[config.mk]
export PLATFORM = sky130hd
export DESIGN_NAME = sample_uart_streamer
export DESIGN_NICKNAME = d
export VERILOG_FILES = /design/src/rtl/sample_uart_streamer.sv
export SDC_FILE = /design/constraint.sdc
export NUM_CORES = 1
export LEC_CHECK = 0
export CORE_UTILIZATION = 45
export CTS_BUF_LIST = sky130_fd_sc_hd__clkbuf_16
export CTS_CLUSTER_DIAMETER = 150
export DETAILED_ROUTE_END_ITERATION = 10
export PLACE_DENSITY = 0.65
export SLEW_MARGIN = 20
export SYNTH_ARGS = -nofsm -noshare
export SYNTH_HDL_FRONTEND = slang
export SYNTH_SLANG_ARGS = --single-unit
[constraint.sdc]
create_clock -name clk -period 5.04 [get_ports clk]
set_input_delay 0.504 -clock clk [delete_from_list [all_inputs] [get_ports clk]]
set_output_delay 0.504 -clock clk [all_outputs]
set_load 0.02 [all_outputs]
[src/rtl/sample_uart_streamer.sv]
// sample_uart_streamer: buffers 10-bit filtered samples in a small FIFO and
// sends each one as two 8N1 UART bytes, flagging dropped samples.
//
// Ports:
//   clk            system clock, rising edge
//   reset          synchronous, active-high
//   data_in        10-bit sample
//   strobe_in      sample valid, one sample per high cycle
//   clear_overflow pulse that clears the sticky overflow flag
//   tx_out         UART line, idle high
//   busy           transmitter not idle
//   fifo_level     samples currently stored
//   overflow       sticky flag, set when a sample was dropped
module sample_uart_streamer #(
    parameter int CLKS_PER_BIT    = 87,
    parameter int FIFO_DEPTH_LOG2 = 2
) (
    input  logic                     clk,
    input  logic                     reset,
    input  logic [9:0]               data_in,
    input  logic                     strobe_in,
    input  logic                     clear_overflow,
    output logic                     tx_out,
    output logic                     busy,
    output logic [FIFO_DEPTH_LOG2:0] fifo_level,
    output logic                     overflow
);

    localparam int AW    = FIFO_DEPTH_LOG2;
    localparam int DEPTH = 1 << AW;
    localparam int BW    = $clog2(CLKS_PER_BIT);
    localparam logic [BW-1:0] BAUD_LAST = BW'(CLKS_PER_BIT - 1);

    typedef enum logic [1:0] {
        IDLE,
        START,
        DATA,
        STOP
    } state_t;

    state_t        state;
    state_t        state_n;
    logic [BW-1:0] baud_cnt;
    logic [BW-1:0] baud_n;
    logic [2:0]    bit_idx;
    logic [2:0]    bit_n;
    logic          byte_sel;
    logic          sel_n;
    logic          tx_n;
    logic [9:0]    frame_data;
    logic          frame_ovf;
    logic [7:0]    cur_byte;
    logic          baud_done;

    logic [9:0]    mem [DEPTH];
    logic [AW-1:0] wr_ptr;
    logic [AW-1:0] rd_ptr;
    logic [AW:0]   count;
    logic          fifo_full;
    logic          fifo_empty;
    logic          pop;
    logic          push;
    logic          drop;

    // count never exceeds DEPTH, so its MSB alone marks full
    assign fifo_full  = count[AW];
    assign fifo_empty = (count == '0);

    // A full FIFO still accepts a sample on the edge that pops one
    assign pop  = (state == IDLE) && !fifo_empty;
    assign push = strobe_in && (!fifo_full || pop);
    assign drop = strobe_in && !push;

    assign baud_done = (baud_cnt == '0);

    // Byte 1 carries a bit7 marker so the host can find byte pairs
    assign cur_byte = byte_sel
                    ? {1'b1, frame_ovf, 4'b0000, frame_data[9:8]}
                    : frame_data[7:0];

    assign busy       = (state != IDLE);
    assign fifo_level = count;

    always_comb begin
        state_n = state;
        baud_n  = baud_cnt - BW'(1);
        bit_n   = bit_idx;
        sel_n   = byte_sel;
        tx_n    = 1'b1;
        unique case (state)
            IDLE: begin
                baud_n = BAUD_LAST;
                if (pop) begin
                    state_n = START;
                    sel_n   = 1'b0;
                end
            end
            START: begin
                tx_n = 1'b0;
                if (baud_done) begin
                    state_n = DATA;
                    baud_n  = BAUD_LAST;
                    bit_n   = 3'd0;
                end
            end
            DATA: begin
                tx_n = cur_byte[bit_idx];
                if (baud_done) begin
                    baud_n = BAUD_LAST;
                    if (bit_idx == 3'd7) begin
                        state_n = STOP;
                    end else begin
                        bit_n = bit_idx + 3'd1;
                    end
                end
            end
            STOP: begin
                tx_n = 1'b1;
                if (baud_done) begin
                    baud_n = BAUD_LAST;
                    if (!byte_sel) begin
                        sel_n   = 1'b1;
                        state_n = START;
                    end else begin
                        state_n = IDLE;
                    end
                end
            end
            default: begin
                state_n = IDLE;
            end
        endcase
    end

    // tx_out is the registered image of the state held in the prior cycle,
    // so the line lags the FSM by one clock and never glitches
    always_ff @(posedge clk) begin
        if (reset) begin
            state    <= IDLE;
            baud_cnt <= BAUD_LAST;
            bit_idx  <= 3'd0;
            byte_sel <= 1'b0;
            tx_out   <= 1'b1;
        end else begin
            state    <= state_n;
            baud_cnt <= baud_n;
            bit_idx  <= bit_n;
            byte_sel <= sel_n;
            tx_out   <= tx_n;
        end
    end

    always_ff @(posedge clk) begin
        if (reset) begin
            frame_data <= '0;
            frame_ovf  <= 1'b0;
            rd_ptr     <= '0;
            wr_ptr     <= '0;
            count      <= '0;
            overflow   <= 1'b0;
        end else begin
            if (pop) begin
                frame_data <= mem[rd_ptr];
                frame_ovf  <= overflow;
                rd_ptr     <= rd_ptr + 1'b1;
            end
            if (push) begin
                wr_ptr <= wr_ptr + 1'b1;
            end
            count <= count + {{AW{1'b0}}, push} - {{AW{1'b0}}, pop};
            // A drop wins over a simultaneous clear
            if (drop) begin
                overflow <= 1'b1;
            end else if (clear_overflow) begin
                overflow <= 1'b0;
            end
        end
    end

    always_ff @(posedge clk) begin
        if (push) begin
            mem[wr_ptr] <= data_in;
        end
    end

endmodule

Word level (Yosys, flattened, before mapping)
Memory sizes are Yosys's and may differ from the RTL's. A register that Yosys moved wholly into a read port is not among the register bits.
Cells that the tools add are included.

storage, ports and cells
  bits in registers = 23
  RAM bits = 40
  input port bits = 14
  output and inout port bits = 6
  word-level logic and storage cells = 70
  memories kept = 1

operators by class
  $add $sub $neg = 6
  magnitude comparators = 1
  equality and inequality tests = 10
  multiplexer cells = 24
  reductions and logical operators = 18

memories
  name  words  width  rd ports  clocked after Yosys merged registers in  write ports  RTL line  RTL
  mem   4      10     1         1                                        1            55        logic [9:0] mem [DEPTH];

operators with widths
  cell                                                                          number
  7-bit case mux with 2 select lines                                            1
  2-bit inequality test, second input constant                                  6
  2-bit two-way mux                                                             5
  3-bit two-way mux                                                             3
  1-bit two-way mux                                                             8
  8-bit two-way mux                                                             1
  2-bit case mux with 4 select lines                                            1
  2-bit nonzero test                                                            4
  7-bit zero test                                                               1
  7-bit two-way mux                                                             1
  7-bit by 1-bit subtractor with 7-bit output, second input constant            1
  3-bit case mux with 2 select lines                                            1
  5-bit AND reduction                                                           1
  2-bit by 1-bit adder with 2-bit output, second input constant                 2
  2-bit equality test, second input constant                                    2
  3-bit by 4-bit less-than comparator with 1-bit output, second input constant  1
  1-bit case mux with 2 select lines                                            2
  4-bit AND reduction                                                           1
  3-bit by 1-bit adder with 3-bit output                                        1
  3-bit by 1-bit adder with 3-bit output, second input constant                 1
  1-bit binary-select mux with 3-bit select                                     1
  3-bit equality test, second input constant                                    1
  1-bit logical AND                                                             3
  1-bit zero test                                                               3
  other kinds (7)                                                               7

Depth between registers and ports, before layout
Gate-level depths: netlist (run 1).

  depth after elaboration = 8
  depth in mapped cells = 13
  gate-level depth less buffers = 12

Least setup slack after synthesis (run 1)
OpenSTA, ideal clock, no wires.

  path type = reg2reg
  start = reg state[0]
  end = reg count[2] (netlist: fifo_level[2])
  setup time = 128 ps
  arrival time = 2378 ps
  slack = 2535 ps
  stages on the path, launching flop included = 14
  buffers on the path = 1
  cell sequence = dfxtp_1 > inv_1 > ha_1 > clkbuf_1 > nand2b_1 > and2_1 > inv_2 > ha_1 > inv_1 > ha_1 > fa_1 > xnor2_1 > xnor2_1 > nor2_1

between the ends
  word-level cells in the longest chain between the ends = 6

ends and longest elaborated chain
  what                                             RTL line  RTL
  from (decl)                                      41        state_t state;
  from (signal assigned)                           145       state <= state_n;
  2-bit zero test (*)                              70        assign pop = (state == IDLE) && !fifo_empty;
  1-bit logical AND (*)                            70
  1-bit logical OR                                 71        assign push = strobe_in && (!fifo_full || pop);
  1-bit logical AND                                71
  3-bit by 1-bit adder with 3-bit output           170       count <= count + {{AW{1'b0}}, push} - {{AW{1'b0}}, pop};
  3-bit by 1-bit subtractor with 3-bit output (*)  170
  to (signal assigned)                             170
  to (decl)                                        58        logic [AW:0] count;

Mark *: on every way between the ends. The rest lies on a longest branch, timed or not.
A chain may end at the register's enable or synchronous reset.

Final worst setup path (run 1)
Ends and elaborated chain as after synthesis.

==> results of run 1 <==
## kinds of logic (layout without fill, tap and decap cells)
kind of cell | count (synthesis) | in the layout | share of synthesized area
buffers and inverters | 26 | 51 | 0.0367
adders and majority gates | 15 | 15 | 0.0636
and+or+nand+nor | 73 | 73 | 0.112
muxes | 16 | 16 | 0.0987
xor gates and xnor gates | 10 | 10 | 0.0285
DFF | 73 | 73 | 0.607
AOI/OAI and AO/OA | 26 | 26 | 0.0542
## sequential cells by signal (all words and copies together) (netlist names)
register,flops
overflow,1
mem,40
baud_cnt,7
wr_ptr,2
frame_data,10
frame_ovf,1
state,2
fifo_level,3
bit_idx,3
rd_ptr,2
byte_sel,1
tx_out,1
## path summary, 6_finish.rpt
check | endpoint | slack, ns
worst min-delay path | baud_cnt[0] | 0.45
worst min register to register | baud_cnt[0] | 0.45
worst max register to register | fifo_level[2] | 2.19
worst max-delay path | fifo_level[2] | 2.19
## power by group
part | internal [uW] | leakage [uW] | switching, uW
logic | 221 | 0.000493 | 238
clock network | 335 | 0.000126 | 243
registers | 730 | 0.000637 | 74.8
total | 1290 | 0.00126 | 556
## critical path: cells and delay by family, from the launching register on
family	cells	cell delay, ns
xor gates and xnor gates	2	0.32
adders and majority gates	4	1.22
and+or+nand+nor	2	0.45
DFF	1	0.35
buffers and inverters	3	0.36
## metrics by stage
stage | cell area (sq um) | hold WS [ns]
6_report | 3580 | 0.446
2_1_floorplan | 3070 | 0.414
3_3_place_gp | 3300 | 0.432
4_1_cts | 3580 | 0.449
5_1_grt | 3580 | 0.470
3_5_place_dp | 3300 | 0.440
## routing by layer
metal | global-route usage | routed length (um)
met4 | 0.0586 | 78
met2 | 0.264 | 2420
met3 | 0.0747 | 236
met1 | 0.197 | 2290
met5 | 0 | 0
## cell usage in the layout, fill, tap and decap left out, types with 4 or more instances in the layout
master,netlist,layout
edfxtp_1,40,40
nand2_1,36,36
dfxtp_1,33,33
clkdlybuf4s50_1,0,19
a21oi_1,16,16
ha_1,14,14
inv_1,12,12
nor2_1,12,12
mux4_2,11,11
clkbuf_16,0,9
xnor2_1,7,7
nor3_1,5,5
nand2b_1,4,4
and3_1,4,4
mux2i_1,4,4
## layout make-up
class	instances	area, sq um	area share
tap	77	96.3	0.0269
multi-input combinational	140	1090	0.306
sequential	73	1860	0.520
timing repair buffer	19	190	0.0531
clock inverter	7	52.6	0.0147
inverter	16	60.1	0.0168
clock buffer	9	225	0.0629
==> flow_summary.json, run 1 <==
{
  "dp_slack_ns": 2.17,
  "cts_buffer_depth": 2,
  "io_pins": 20,
  "grt_pass1_vias": 1844,
  "hpwl_mm": 3.41,
  "cp-end-kind": "flop",
  "cts.clk_slew.worst_paths_ns": 0.06,
  "area_growth_pct": 16.7,
  "clock-sinks": 73,
  "wirelength_mm": 5.02,
  "holdCritStartpoint": "baud_cnt[0]",
  "place.gp.congestion": 0.735,
  "period_share": 0.566,
  "drtIter0Drc": 84,
  "ys_warn_count": 0,
  "ys_seq_area_frac": 0.607,
  "fin_skew_ns": 0.00586,
  "antenna_left": 0,
  "criticalPathCategory": "reg2reg",
  "p_total_uw": 1840,
  "core_area_sq_um": 6460,
  "p_per_area_nw_per_um2": 514,
  "cp.arrival_ns": 3.03,
  "cts_made_buffers": 9,
  "firstDrtPassIters": 4,
  "crit_chain": "inv_1, ha_1, nand2b_1, inv_2, ha_1, inv_1, ha_1, fa_1, xnor2_1, xnor2_1, nor2_1",
  "status": "completed",
  "start_util": 0.475,
  "n_antenna_cell": 0,
  "ir_drop_mv": 0.319,
  "synth_area_sq_um": 3070,
  "critical_path.startpoint": "state[0]",
  "power_leakage_uw": 0.00126,
  "clk_latency_ns": 0.33,
  "hold_viol": 0,
  "die_w_um": 84.6,
  "row_count": 29,
  "postCtsHoldBufs": 0,
  "layout.cells.non_filler": 341,
  "cap_violations": 0,
  "grt_max_degree": 30,
  "worstPathMaxFanout": 14,
  "die_area_sq_um": 7150,
  "post-synth-top-area-cell": "edfxtp_1",
  "io_buffers": 19,
  "synth_cell_type_count": 40,
  "nNetsFinal": 288,
  "synth.ff_latch_count": 73,
  "netlist.area_leader.share": 0.391,
  "worstMarginPinSlew_ns": 1.01,
  "cp-start-kind": "flop",
  "htree_num_levels": 3,
  "postCtsResizedCells": 0,
  "whs_path_depth": 1,
  "cp_data_required_time_ns": 5.22,
  "synthCells": 239,
  "cp_common_cell": "ha_1",
  "vias": 1797,
  "antenna_found_initial": 0,
  "place_inst": 325,
  "slew-limit-headroom": 0.324,
  "cts_tree": "done",
  "report.final.slew_viol_count": 0,
  "fin_ws_ns": 2.19,
  "synth_edf_count": 40,
  "reg2reg_depth": 11,
  "die_y_um": 84.6,
  "fillers": 529,
  "grt_pass1_wl_mm": 8.69,
  "async_flop_share": 0,
  "fmax_mhz": 351,
  "viasPerCell": 5.27,
  "drc_errors": 0,
  "rsz0062_at_grt": "no",
  "crit_slowest_cell": "nand2b_1",
  "synth.net_count": 268,
  "drive_above_1_share": 0.121,
  "grt_util_all_layers": 0.165,
  "fin_util": 0.554,
  "netlist_top_cells_count": "edfxtp_1, nand2_1, dfxtp_1",
  "wl_per_cell_um": 14.7,
  "fin_crit_ns": 2.85,
  "setup_viol": 0,
  "tns_ns": 0,
  "cts_root_buf": "clkbuf_16",
  "rr_startpoint": "state[0]",
  "cpPeakStageDelay_ns": 0.40,
  "ys_top_cells_by_area": "edfxtp_1, dfxtp_1, mux4_2",
  "cts_setup_buffers": 0,
  "hp-class": "reg2reg",
  "synth_flop_cell": "edfxtp_1",
  "post-synth-top-count-cell": "edfxtp_1",
  "syn_avg_cell_area_sq_um": 12.8,
  "grt_overflow_total": 0
}
No activity file was read; power rests on OpenSTA's default activity.
==> run 2: changes to the inputs <==
--- a/config.mk
+++ b/config.mk
@@ -9,7 +9,7 @@
 export CTS_BUF_LIST = sky130_fd_sc_hd__clkbuf_16
 export CTS_CLUSTER_DIAMETER = 150
 export DETAILED_ROUTE_END_ITERATION = 10
-export PLACE_DENSITY = 0.65
+export PLACE_DENSITY = 0.68
 export SLEW_MARGIN = 20
 export SYNTH_ARGS = -nofsm -noshare
 export SYNTH_HDL_FRONTEND = slang
==> constraint.sdc (replaced) <==
create_clock -name clk -period 2.3 [get_ports clk]
set_input_delay 0.23 -clock clk [delete_from_list [all_inputs] [get_ports clk]]
set_output_delay 0.23 -clock clk [all_outputs]
set_load 0.02 [all_outputs]
==> run 2 against run 1 <==
Highest routed layer unchanged. Design area up 3.8%. Routed wire length rose by 3.0%. First-iteration DRC count rose by 12%. Clock-buffer cell count stayed put. Via count grew 0.56%. Total power increased by 130%. Largest cell class unchanged. Final cell count up 2.3%. Clock skew grew 0.0011 ns. Global-route usage barely moved. Core utilization is 2.1 points higher. Die area unchanged. Hold slack improved by 0.0031 ns.
==> flow_summary.json, run 2 (same netlist as run 1, synthesis figures left out) <==
{
  "path_buf_inv": 3,
  "cts_root_buf": "clkbuf_16",
  "rsz0062_at_grt": "no",
  "io_pins": 20,
  "grt_util_all_layers": 0.165,
  "area_growth_pct": 21.1,
  "cts_setup_buffers": 0,
  "postCtsHoldBufs": 0,
  "worstPathMaxFanout": 5,
  "drive_above_1_share": 0.191,
  "reg_top3": "mem x40, frame_data x10, baud_cnt x7",
  "cp_data_required_time_ns": 2.52,
  "crit_family": "adder cells",
  "core_area_sq_um": 6460,
  "crit_chain": "inv_4, ha_4, nand2b_4, and2_4, inv_2, ha_1, inv_1, ha_2, fa_2, xnor2_2, xnor2_1, nor2_1",
  "cpPeakStageDelay_ns": 0.37,
  "clk_latency_ns": 0.33,
  "ir_drop_mv": 0.707,
  "mostFrequentLayoutCells": "edfxtp_1, nand2_1, dfxtp_1",
  "final_common_cell": "edfxtp_1",
  "grt_max_degree": 19,
  "io_buffers": 19,
  "slew-limit-headroom": 0.562,
  "hp-class": "reg2reg",
  "crit_slowest_cell": "fa_2",
  "cts_tree": "done",
  "fmax_mhz": 460,
  "cts_made_buffers": 9,
  "cts_buffer_depth": 2,
  "antenna_found_initial": 0,
  "p_total_uw": 4280,
  "grt_pass1_wl_mm": 8.77,
  "hpwl_mm": 3.43,
  "clock-sinks": 73,
  "largest_reg_flops": 40,
  "nNetsFinal": 296,
  "p_per_area_nw_per_um2": 1150,
  "grt_overflow_total": 0,
  "start_util": 0.475,
  "cp.arrival_ns": 2.39,
  "power_leakage_uw": 0.00134,
  "antenna_left": 0,
  "fin_skew_ns": 0.00694,
  "tns_ns": 0,
  "cts.clk_slew.worst_paths_ns": 0.05,
  "die_w_um": 84.6,
  "fillers": 538,
  "wirelength_mm": 5.17,
  "criticalPathCategory": "reg2reg",
  "grt_pass1_vias": 1841,
  "viasPerCell": 5.18,
  "hold_viol": 0,
  "fin_crit_ns": 2.18,
  "setup_viol": 0,
  "report.final.slew_viol_count": 0,
  "cp-start-kind": "flop",
  "n_antenna_cell": 0,
  "htree_num_levels": 3,
  "die_y_um": 84.6,
  "wl_per_cell_um": 14.8,
  "worstMarginPinSlew_ns": 0.657,
  "die_area_sq_um": 7150,
  "drc_errors": 0,
  "period_share": 0.946,
  "status": "completed",
  "cp-end-kind": "flop",
  "cap_violations": 0,
  "drtIter0Drc": 94,
  "firstDrtPassIters": 4,
  "largest-register": "mem",
  "row_count": 29,
  "place.gp.congestion": 0.763,
  "vias": 1807
}
## run 2: changes by cell type in the layout (fill, tap and decap cells not counted), moves of 2 or more
cell	delta
ha_1	-2
buf_4	+8
clkinvlp_4	-2
clkinv_4	+2
inv_6	-2
nand2b_4	+2
nand2b_1	-2
dfxtp_1	-2
## run 2: power by group
group / switching (uW) / internal, uW
logic: 586 / 595
clock network: 519 / 838
registers: 137 / 1600
## run 2: what timing repair did
item	4_1_cts	5_1_grt
endpoints found under the hold margin	0	0
resized for setup	0	7
endpoints found under the setup margin	0	1
## run 2: final cells by class
type                            instances  area [sq um]  share of cell area
Tap cell                               77          96.3              0.0259
Multi-Input combinational cell        140          1140               0.307
Inverter                               16          62.6              0.0168
Clock inverter                          7          72.6              0.0195
Timing Repair Buffer                   27           250              0.0673
Clock buffer                            9           225              0.0606
Sequential cell                        73          1870               0.502
## run 2: through the flow
| step | hold slack [ns] | std cells | area [sq um] | worst slack, ns | util |
|---|---|---|---|---|---|
| after floorplan | 0.329 | 239 | 3110 | 0.0189 | - |
| after global placement | 0.429 | 333 | 3390 | 0.0963 | 0.525 |
| after detailed placement | 0.440 | 333 | 3390 | 0.0676 | 0.525 |
| after CTS | 0.453 | 349 | 3690 | 0.0495 | 0.571 |
| after global routing | 0.481 | 349 | 3720 | 0.0140 | 0.575 |
| final | 0.449 | 349 | 3720 | 0.125 | 0.575 |
## run 2: final timing paths
path / startpoint / endpoint / slack (ns) / depth (start not counted)
worst max-delay path: state[0] / fifo_level[2] / 0.12 / 12
worst min-delay path: baud_cnt[0] / baud_cnt[0] / 0.45 / 1
worst min register to register: baud_cnt[0] / baud_cnt[0] / 0.45 / 1
worst max register to register: state[0] / fifo_level[2] / 0.12 / 12
## run 2: layer usage
| layer | GRT usage | vias to the layer above | share of wire | wire [um] |
|---|---|---|---|---|
| met5 | 0 | - | 0 | 0 |
| met4 | 0.0971 | 0 | 0.025 | 127 |
| met3 | 0.0501 | 9 | 0.033 | 171 |
| met2 | 0.259 | 28 | 0.49 | 2540 |
| met1 | 0.202 | 865 | 0.45 | 2340 |
| li1 | - | 905 | - | - |
==> run 3: changes to the inputs <==
--- a/config.mk
+++ b/config.mk
@@ -8,6 +8,7 @@
 export CORE_UTILIZATION = 45
 export CTS_BUF_LIST = sky130_fd_sc_hd__clkbuf_16
 export CTS_CLUSTER_DIAMETER = 150
+export CTS_CLUSTER_SIZE = 24
 export DETAILED_ROUTE_END_ITERATION = 10
 export PLACE_DENSITY = 0.68
 export SLEW_MARGIN = 20
==> results of run 3 <==
Final layout, timing and power as in run 2 (identical DEF).
